**src/rtl/scratchpad_port_arbiter.sv**
```systemverilog
// Shares the single scratchpad RAM port between result write-back (via a 2-entry skid FIFO),
// host writes and host reads, with a per-host starvation guard.
module scratchpad_port_arbiter #(
  parameter int unsigned ADDR_SIZE    = 10,
  parameter int unsigned WORD_SIZE    = 16,
  parameter int unsigned STARVE_LIMIT = 4
) (
  input  logic                 clk,
  input  logic                 reset,
  input  logic                 res_valid,
  output logic                 res_ready,
  input  logic [ADDR_SIZE-1:0] res_addr,
  input  logic [WORD_SIZE-1:0] res_data,
  input  logic                 hw_valid,
  output logic                 hw_ready,
  input  logic [ADDR_SIZE-1:0] hw_addr,
  input  logic [WORD_SIZE-1:0] hw_data,
  input  logic                 hr_valid,
  output logic                 hr_ready,
  input  logic [ADDR_SIZE-1:0] hr_addr,
  output logic                 hr_rvalid,
  output logic [WORD_SIZE-1:0] hr_rdata,
  output logic [ADDR_SIZE-1:0] mem_addr,
  output logic [WORD_SIZE-1:0] mem_wdata,
  output logic                 mem_we,
  output logic                 mem_re,
  input  logic [WORD_SIZE-1:0] mem_rdata,
  output logic                 busy
);

  typedef enum logic [1:0] {GntNone, GntFifo, GntHw, GntHr} gnt_e;

  localparam logic [3:0] StarveMax = 4'(STARVE_LIMIT);

  logic [1:0]           count_q, count_d;
  logic                 rd_ptr_q, rd_ptr_d, wr_ptr_q, wr_ptr_d;
  logic [ADDR_SIZE-1:0] fifo_addr_q [2];
  logic [WORD_SIZE-1:0] fifo_data_q [2];
  logic [3:0]           hw_cnt_q, hw_cnt_d, hr_cnt_q, hr_cnt_d;
  logic                 last_host_q, last_host_d;
  logic                 rd_pend_q, rd_pend_d;
  logic [WORD_SIZE-1:0] rdata_q, rdata_d;

  gnt_e gnt;
  logic fifo_room, hw_force, hr_force, push, pop;

  // A full FIFO always wins so the array never stalls; otherwise a starving host goes first.
  always_comb begin
    fifo_room = (count_q != 2'd2);
    hw_force  = hw_valid & (hw_cnt_q == StarveMax);
    hr_force  = hr_valid & (hr_cnt_q == StarveMax);
    gnt       = GntNone;
    if (reset) begin
      gnt = GntNone;
    end else if ((hw_force | hr_force) & fifo_room) begin
      if (hw_force & hr_force) gnt = last_host_q ? GntHw : GntHr;
      else if (hw_force)       gnt = GntHw;
      else                     gnt = GntHr;
    end else if (count_q != 2'd0) begin
      gnt = GntFifo;
    end else if (hw_valid & hr_valid) begin
      gnt = last_host_q ? GntHw : GntHr;
    end else if (hw_valid) begin
      gnt = GntHw;
    end else if (hr_valid) begin
      gnt = GntHr;
    end
  end

  always_comb begin
    res_ready = ~reset & fifo_room;
    hw_ready  = (gnt == GntHw);
    hr_ready  = (gnt == GntHr);
    push      = res_valid & res_ready;
    pop       = (gnt == GntFifo);
    mem_we    = 1'b0;
    mem_re    = 1'b0;
    mem_addr  = '0;
    mem_wdata = '0;
    unique case (gnt)
      GntFifo: begin
        mem_we    = 1'b1;
        mem_addr  = fifo_addr_q[rd_ptr_q];
        mem_wdata = fifo_data_q[rd_ptr_q];
      end
      GntHw: begin
        mem_we    = 1'b1;
        mem_addr  = hw_addr;
        mem_wdata = hw_data;
      end
      GntHr: begin
        mem_re   = 1'b1;
        mem_addr = hr_addr;
      end
      GntNone: ;
    endcase
  end

  // Read data bypasses straight from the RAM in the return cycle, then is held.
  always_comb begin
    rdata_d   = rd_pend_q ? mem_rdata : rdata_q;
    hr_rvalid = ~reset & rd_pend_q;
    hr_rdata  = reset ? '0 : rdata_d;
    busy      = ~reset & ((count_q != 2'd0) | rd_pend_q);
  end

  always_comb begin
    count_d  = count_q + {1'b0, push} - {1'b0, pop};
    rd_ptr_d = rd_ptr_q ^ pop;
    wr_ptr_d = wr_ptr_q ^ push;

    if (!hw_valid || hw_ready)   hw_cnt_d = '0;
    else if (hw_cnt_q < StarveMax) hw_cnt_d = hw_cnt_q + 4'd1;
    else                         hw_cnt_d = hw_cnt_q;

    if (!hr_valid || hr_ready)   hr_cnt_d = '0;
    else if (hr_cnt_q < StarveMax) hr_cnt_d = hr_cnt_q + 4'd1;
    else                         hr_cnt_d = hr_cnt_q;

    last_host_d = last_host_q;
    if (gnt == GntHw) last_host_d = 1'b0;
    if (gnt == GntHr) last_host_d = 1'b1;

    rd_pend_d = (gnt == GntHr);
  end

  always_ff @(posedge clk) begin
    if (reset) begin
      count_q     <= '0;
      rd_ptr_q    <= 1'b0;
      wr_ptr_q    <= 1'b0;
      hw_cnt_q    <= '0;
      hr_cnt_q    <= '0;
      last_host_q <= 1'b1;
      rd_pend_q   <= 1'b0;
      rdata_q     <= '0;
    end else begin
      count_q     <= count_d;
      rd_ptr_q    <= rd_ptr_d;
      wr_ptr_q    <= wr_ptr_d;
      hw_cnt_q    <= hw_cnt_d;
      hr_cnt_q    <= hr_cnt_d;
      last_host_q <= last_host_d;
      rd_pend_q   <= rd_pend_d;
      rdata_q     <= rdata_d;
    end
  end

  always_ff @(posedge clk) begin
    if (push) begin
      fifo_addr_q[wr_ptr_q] <= res_addr;
      fifo_data_q[wr_ptr_q] <= res_data;
    end
  end

endmodule

```
**config.mk**
```make
export PLATFORM = sky130hd
export DESIGN_NAME = scratchpad_port_arbiter
export DESIGN_NICKNAME = d
export VERILOG_FILES = /design/src/rtl/scratchpad_port_arbiter.sv
export SDC_FILE = /design/constraint.sdc
export NUM_CORES = 1
export LEC_CHECK = 0
export CORE_MARGIN = 8
export CORE_UTILIZATION = 40
export DETAILED_ROUTE_END_ITERATION = 16
export GPL_TIMING_DRIVEN = 1
export PLACE_DENSITY = 0.73
export SYNTH_ARGS = -nofsm -noshare
export SYNTH_HDL_FRONTEND = slang
export SYNTH_SLANG_ARGS = --single-unit
```
**constraint.sdc**
```tcl
create_clock -name clk -period 3.65 [get_ports clk]
set_input_delay 0.365 -clock clk [delete_from_list [all_inputs] [get_ports clk]]
set_output_delay 0.365 -clock clk [all_outputs]
set_load 0.02 [all_outputs]
```
**Yosys cells after proc, flatten, opt, wreduce, memory -nomap -nowiden**

Memories as Yosys holds them, arrays and structs flattened. A register that Yosys moved wholly into a read port is not among the register bits.
Cells that the tools add are included.

- Magnitude comparators: 2
- Equal/unequal tests: 6
- Add/sub/neg operators: 4
- Reductions and logical operators: 9
- Muxes and demuxes: 19
- Bitwise operators: 14

Operators by type and width:

| cell | number |
|---|---|
| 16-bit 2-to-1 mux | 2 |
| 16-bit case mux with 2 select lines | 1 |
| 10-bit case mux with 3 select lines | 1 |
| 2-bit 2-to-1 mux | 6 |
| 1-bit bitwise AND | 9 |
| 1-bit 2-to-1 mux | 9 |
| 4-bit by 1-bit adder with 4-bit output (second input constant) | 2 |
| 4-bit by 3-bit == test with 1-bit output (second input constant) | 2 |
| 4-bit by 3-bit less-than comparator with 1-bit output (second input constant) | 2 |
| 2-bit OR reduction | 4 |
| 2-bit == test (second input constant) | 2 |
| 2-bit by 1-bit adder with 2-bit output | 1 |
| 2-bit by 1-bit == test with 1-bit output (second input constant) | 1 |
| 1-bit zero test | 2 |
| 1-bit logical OR | 2 |
| 2-bit inequality test (second input constant) | 1 |
| 1-bit bitwise OR | 2 |
| 2-bit nonzero test | 1 |
| 2-bit by 1-bit subtractor with 2-bit output | 1 |
| 1-bit bitwise XOR | 2 |
| 1-bit inverter | 1 |

- Output and inout port bits: 49
- Bits in registers: 30
- Memories: 2
- RAM bits: 52
- Logic and storage cells: 64

Memories:

| name | depth | width | read ports | clocked after Yosys merged registers in | wr ports | line | text |
|---|---|---|---|---|---|---|---|
| fifo_data_q | 2 | 16 | 1 | 1 | 1 | 38 | `logic [WORD_SIZE-1:0] fifo_data_q [2];` |
| fifo_addr_q | 2 | 10 | 1 | 1 | 1 | 37 | `logic [ADDR_SIZE-1:0] fifo_addr_q [2];` |

**Depth between registers and ports, before layout**

Gate-level depths: netlist of the first run.

- Depth after elaboration: 9
- Depth in mapped cells: 11
- Gate-level depth less buffers: 11

**Least setup slack after synthesis of the first run**

No wires, ideal clock.

- Kind: register to output
- From: register hw_cnt_q[0]
- To: output port mem_wdata[14]
- Required time: 3,285 ps
- Path buffers: 2
- Data arrival time: 2,834 ps
- Cell stages (with the launch flop): 11
- Path slack: 451 ps
- Cells stage by stage: dfxtp_1 > inv_1 > ha_1 > and4b_1 > nand2b_1 > o311ai_0 > ha_1 > clkbuf_1 > clkbuf_1 > a22oi_1 > nor2b_1

- Longest elaborated chain between the ends: 8
- Elaborated cells on any way between the ends: 12
- Those cells by class: eq/ne: 3; mux: 5; bitwise: 4

RTL lines:

| item | line | text |
|---|---|---|
| start, declared | 39 | `logic [3:0] hw_cnt_q, hw_cnt_d, hr_cnt_q, hr_cnt_d;` |
| start signal, assigned | 141 | `hw_cnt_q <= hw_cnt_d;` |
| 4-bit by 3-bit == test with 1-bit output * | 50 | `hw_force = hw_valid & (hw_cnt_q == StarveMax);` |
| 1-bit bitwise AND * | 50 |  |
| 1-bit 2-to-1 mux (tied with other cells) | 57 | `else if (hw_force) gnt = GntHw;` |
| 1-bit 2-to-1 mux / 1-bit bitwise AND (equally long branches) | 56, 55 |  |
| 2-bit 2-to-1 mux * | 55 | `end else if ((hw_force \| hr_force) & fifo_room) begin` |
| 2-bit 2-to-1 mux * | 53 | `if (reset) begin` |
| 2-bit == test * | n/a |  |
| via hw_ready | 15 | `output logic hw_ready,` |
| 16-bit case mux with 2 select lines * | 80 | `unique case (gnt)` |
| end, declared | 24 | `output logic [WORD_SIZE-1:0] mem_wdata,` |

Mark *: on every way through the listed nets, which the timed path passes. The rest lies on a longest branch.

**Worst setup path in the final report of the first run**

- From: register hw_cnt_q[0]
- To: output port mem_addr[6]

- Longest elaborated chain between the ends: 8
- Elaborated cells on any way between the ends: 13
- Those cells by class: eq/ne: 4; mux: 5; bitwise: 4

RTL lines:

| item | line | text |
|---|---|---|
| 4-bit by 3-bit == test with 1-bit output * | 50 |  |
| 1-bit bitwise AND * | 50 |  |
| 1-bit 2-to-1 mux (tied with other cells) | 57 |  |
| 1-bit 2-to-1 mux / 1-bit bitwise AND (equally long branches) | 56, 55 |  |
| 2-bit 2-to-1 mux * | 55 |  |
| 2-bit 2-to-1 mux * | 53 |  |
| 2-bit == test / 2-bit by 1-bit == test with 1-bit output (equally long branches) | 80 |  |
| 10-bit case mux with 3 select lines * | 80 |  |
| end, declared | 23 | `output logic [ADDR_SIZE-1:0] mem_addr,` |

Mark *: on every way between the ends. The rest lies on a longest branch, timed or not.

==> results of run 1 <==
## per-layer routing
| metal | part of all wire, % | up-vias |
|---|---|---|
| met1 | 39 | 1308 |
| met4 | 1.4 | 0 |
| met3 | 5.1 | 8 |
| met5 | 0 | - |
| met2 | 55 | 62 |
| li1 | - | 1309 |
## layout by cell type, fill, tap and decap left out, drive strengths merged, types with 3 or more instances in the layout
| master | n |
|---|---|
| inv | 12 |
| ha | 14 |
| clkdlybuf4s50 | 115 |
| o21ai | 4 |
| clkbuf | 9 |
| o21a | 3 |
| nor2 | 41 |
| nor2b | 19 |
| a222oi | 10 |
| dlymetal6s2s | 16 |
| mux2 | 26 |
| clkinv | 3 |
| nand2 | 5 |
| edfxtp | 52 |
| buf | 16 |
| a22oi | 16 |
| dfxtp | 30 |
| mux2i | 16 |
| a21oi | 4 |
| xnor2 | 4 |
## power groups by stage
stage | clock (W) | combinational (W) | sequential, W
finish | 0.000697 | 0.00104 | 0.00109
global route | 0.000753 | 0.00112 | 0.00110
CTS | 0.000709 | 0.00103 | 0.00109
detailed placement | 0 | 0.00102 | 0.00111
global placement | 0 | 0.00101 | 0.00111
floorplan | 0 | 0.000636 | 0.00110
## how the worst min path moves through the flow
stage                      from           to  slack [ps]
floorplan           hr_cnt_q[3]  hr_cnt_q[3]         450
global placement    hr_cnt_q[3]  hr_cnt_q[3]         470
detailed placement  hr_cnt_q[3]  hr_cnt_q[3]         470
CTS                 hr_cnt_q[3]  hr_cnt_q[3]         480
global route        hw_cnt_q[3]  hw_cnt_q[3]         520
finish              hr_cnt_q[3]  hr_cnt_q[3]         480
## flip-flops by register name (all words and copies together), names as in the netlist
signal,flops
fifo_data_q,32
fifo_addr_q,20
rdata_q,16
hr_cnt_q,4
hw_cnt_q,4
count_q,2
last_host_q,1
rd_pend_q,1
rd_ptr_q,1
wr_ptr_q,1
## logic make-up after synthesis
group | share of synthesized area (%)
flip-flops | 59.02
adder cells (fa/ha/maj) | 4.781
AND/OR/NAND/NOR | 8.983
XOR/XNOR | 1.195
multiplexers | 13.29
AO/OA/AOI/OAI | 8.675
buffers and inverters | 4.064
## repair_timing
item / CTS / global route
setup buffers: 0 / 6
pin swaps: 0 / 1
endpoints found under the setup margin: 24 / 24
gates resized for setup: 2 / 17
## metrics by stage
| stage | instances | power [W] | util, % |
|---|---|---|---|
| after floorplan | 283 | 0.001737 | - |
| after global placement | 517 | 0.002123 | 56.19 |
| after detailed placement | 517 | 0.002137 | 56.19 |
| after CTS | 532 | 0.002836 | 58.51 |
| after global routing | 538 | 0.002978 | 59.48 |
| final | 538 | 0.002836 | 59.48 |
## cell type report
| type | instances | area [µm²] |
|---|---|---|
| fill | 741 | 3674 |
| timing repair buffer | 147 | 1484 |
| sequential | 82 | 2162 |
| inverter | 11 | 41.29 |
| clock inverter | 6 | 81.33 |
| clock buffer | 9 | 123.9 |
| tap | 111 | 138.9 |
| multi-input combinational | 172 | 1360 |
## critical path: cells and delay by family (launching register included)
family,cells,cell delay [ps]
flip-flops,1,380
AND/OR/NAND/NOR,3,490
buffers and inverters,2,620
adder cells (fa/ha/maj),2,600
AO/OA/AOI/OAI,2,690
==> results.cfg, run 1 <==
[status]
status = complete, no violations

[clocking]
numCtsBuffers = 9
clk_path_buf_depth = 2
hold_buffers = 0
root_buffer = clkbuf_8
clk_pin_slew_ps = 80
cts_sinks = 82
clk_latency_ps = 340
htreeDepth = 3
cts_tree = yes

[routing]
vias = 2687
viasPerCell = 4.994
drc_errors = 0
postRouteAntennaNets = 0
wl_per_cell_um = 17.66
first_pass_iters = 5
routed_wl_mm = 9.503
first_iter_violations = 138

[worst_setup_path]
r2r_slack_ps = 1030
arrival_ps = 3110
crit_top_cell = ha_1
critPathLaunchType = flip-flop
startpoint = hw_cnt_q[0]
path_cells = inv_1, ha_1, and4b_1, nand2b_1, o311a_1, ha_1, a222oi_1, nor2_1, clkdlybuf4s50_1
endpoint_kind = output pin
cpPeakStageDelay_ps = 560
critPathKind = flip-flop to output pin
critical_path_required_ps = 3280
r2r-end = count_q[1]
r2r_cells = 12
cpMaxStageDelayCell = clkdlybuf4s50_1
worstReg2RegStart = hw_cnt_q[0]
crit_end = mem_addr[6]
cp_max_fo = 12

[sta]
hold_viol = 0
max_clock_freq_mhz = 287.6
worst_pin_slew_ps = 970.6
fin_crit_sh_pct = 95.26
relSlewSlack_pct = 35.20
period_needed_ps = 3477
rsz0062_at_grt = no
final_max_slew_viol_count = 0
setup-violations-final = 0
setup_ws_ps = 172.8
finalClockSkew_ps = 4.348
fin_tns_setup_ps = 0
whs_ps = 477.1

[power]
sequentialPowerShare_pct = 38.6
p_switching_w = 0.0008552
p_clk_share_pct = 24.6
switching_share_pct = 30.16
leakagePower_nw = 2.176
p_per_area_nw_per_um2 = 526.0
combPwrFrac_pct = 36.8
power.internal_w = 0.001981
peakVddDrop_mv = 0.2742

[die]
start_util_pct = 40.41
dieArea_um2 = 12480
pin_count = 132
core.rowCount = 35
fp.dieW_um = 111.7
core_area_um2 = 9065
die_h_um = 111.7

[placement]
dpl.hpwl_mm = 7.077
gp_congestion = 0.7549
place_area_um2 = 5094
dp_slack_ps = 33.77
portBuffers = 131

[hold_path]
hold_class = flip-flop to flip-flop
whs_path_depth = 2

[run]
cap_violations = 0

[synth]
synth_area_um2 = 3664
synth_cell_types = 32
yosysMostFrequentCell = edfxtp_1
syn_avg_cell_area_um2 = 12.95
synth_top_area_cell = edfxtp_1
synthesis.nets = 380
synthTopCellsByCount = edfxtp_1, nor2_1, dfxtp_1
synth_top_area_share_pct = 42.62
ys_warn_count = 0
synth_seq_area_share_pct = 59.02
synth_ff_type = edfxtp_1
synth_edf_count = 52
synthCells = 283
async_flop_share_pct = 0
ys_top_cells_by_area = edfxtp_1, dfxtp_1, mux2_2
synth_seq_cells = 82

[global_route]
grtUsageTotal_pct = 14.94
grt_busiest_layer = met2
grt_max_degree = 27
grt-ovfl-total = 0
antenna_found_initial = 0
grt_pass1_vias = 2877
met3_usage_pct = 4.167
met2_usage_pct = 28.03
globalRouteMet1Util_pct = 15.44
grt_pass1_wl_mm = 14.80

[final_layout]
nNetsFinal = 520
area_growth_pct = 47.17
design_area_um2 = 5391
drive_gt1_share_pct = 13.82
insertedDiodeCount = 0
(Power assumes the default switching activity.)
==> run 2, diff against run 1 <==
Settings changed: HOLD_SLACK_MARGIN from default to 0.12.
==> results of run 2 <==
The final DEF is identical to that of run 1; final timing and power are the same.
==> run 3, diff against run 2 <==
Settings changed: SKIP_CTS_REPAIR_TIMING from default to 1.
==> run 3 against run 2 <==
Effect of this change:
- cell count fell by 0.19%
- sequential share of layout area rose by 0.075 points
- sequential power barely moved
- wire length fell by 0.48%
- critical path depth rose by 1
- highest routed layer unchanged
==> results.cfg, run 3 (synthesis gave the netlist of run 1 again) <==
[die]
fp.dieW_um = 111.7
dieArea_um2 = 12480
core_area_um2 = 9065
die_h_um = 111.7
pin_count = 132
core.rowCount = 35
start_util_pct = 40.41

[sta]
fin_crit_sh_pct = 96.00
final_max_slew_viol_count = 0
max_clock_freq_mhz = 285.4
setup-violations-final = 0
relSlewSlack_pct = 35.51
worst_pin_slew_ps = 966.1
rsz0062_at_grt = yes
finalClockSkew_ps = 3.597
hold_viol = 0
period_needed_ps = 3504
setup_ws_ps = 146.0

[clocking]
cts_tree = yes
root_buffer = clkbuf_8
clk_pin_slew_ps = 80
clk_path_buf_depth = 2
htreeDepth = 3
numCtsBuffers = 9
clk_latency_ps = 340
cts_sinks = 82

[power]
p_per_area_nw_per_um2 = 525.6
peakVddDrop_mv = 0.2730
finalPower_w = 0.002828
leakagePower_nw = 2.154

[worst_setup_path]
cp_max_fo = 10
critical_path_required_ps = 3280
r2r_slack_ps = 980
endpoint_kind = output pin
critPathLaunchType = flip-flop
critPathKind = flip-flop to output pin
arrival_ps = 3140

[final_layout]
insertedDiodeCount = 0
nNetsFinal = 519
largest_register_ffs = 32
final_common_cell = clkdlybuf4s50_1
regMostFlops = fifo_data_q
top_regs = fifo_data_q: 32 flops, fifo_addr_q: 20 flops, rdata_q: 16 flops
area_growth_pct = 46.89
layout_common_cells = clkdlybuf4s50_1, edfxtp_1, nor2_1, dfxtp_1, nor2b_1
drive_gt1_share_pct = 13.62

[global_route]
grt_pass1_vias = 2870
grtUsageTotal_pct = 14.91
grt_pass1_wl_mm = 14.78
antenna_found_initial = 0
grt_max_degree = 27
grt-ovfl-total = 0

[routing]
wl_per_cell_um = 17.61
viasPerCell = 4.965
vias = 2666
first_pass_iters = 4
drc_errors = 0
first_iter_violations = 141
routed_wl_mm = 9.457
postRouteAntennaNets = 0

[placement]
dp_slack_ps = 33.77
portBuffers = 131
gp_congestion = 0.7549
dpl.hpwl_mm = 7.077

[run]
cap_violations = 0

[hold_path]
hold_class = flip-flop to flip-flop

[status]
status = complete, no violations
run 3: power by group:
part / leakage (nW) / total [W] / internal (W) / switching [W]
sequential: 0.720 / 0.00109 / 0.00106 / 0.0000354
clock: 0.105 / 0.000694 / 0.000378 / 0.000315
combinational: 1.33 / 0.00104 / 0.000541 / 0.000500
run 3: worst max-delay path: stages (launching register included):
cell             delay (ps)
dfxtp_1                 380
inv_1                    60
ha_1                    190
and4b_1                 220
nand2b_1                190
o311a_1                 410
ha_2                    270
buf_4                   160
a222oi_1                290
nor2_1                   70
clkdlybuf4s50_1         560
run 3: cell type report:
type	count	area [µm²]
clock inverter	6	81.33
clock buffer	9	123.9
multi-input combinational	172	1360
timing repair buffer	146	1474
tap	111	138.9
inverter	11	41.29
sequential	82	2162
fill	744	3684
run 3: path summary, 6_finish.rpt:
path                      end  cells after the start   startpoint
setup reg to reg   count_q[1]                     12  hw_cnt_q[0]
setup / recovery  mem_addr[6]                     10  hw_cnt_q[0]
hold / removal    hr_cnt_q[3]                      2  hr_cnt_q[3]
hold reg to reg   hr_cnt_q[3]                      2  hr_cnt_q[3]
run 3: per-stage QoR:
| stage | cell area, µm² | hold WS [ps] | std cells | utilization (%) | setup TNS (ps) |
|---|---|---|---|---|---|
| 3_5_place_dp | 5094 | 468.9 | 517 | 56.19 | 0 |
| 2_1_floorplan | 3664 | 448.3 | 283 | - | 0 |
| 6_report | 5381 | 477.1 | 537 | 59.37 | 0 |
| 5_1_grt | 5381 | 518.1 | 537 | 59.37 | -27.43 |
| 4_1_cts | 5299 | 478.3 | 532 | 58.45 | -2053 |
| 3_3_place_gp | 5094 | 466.5 | 517 | 56.19 | 0 |
run 3: metal layers:
metal	part of all wire, %	GRT usage [%]	up-vias
li1	-	-	1310
met5	0	0	-
met4	1.2	5.469	0
met3	4.9	4.167	7
met2	55	27.87	58
met1	39	15.48	1291
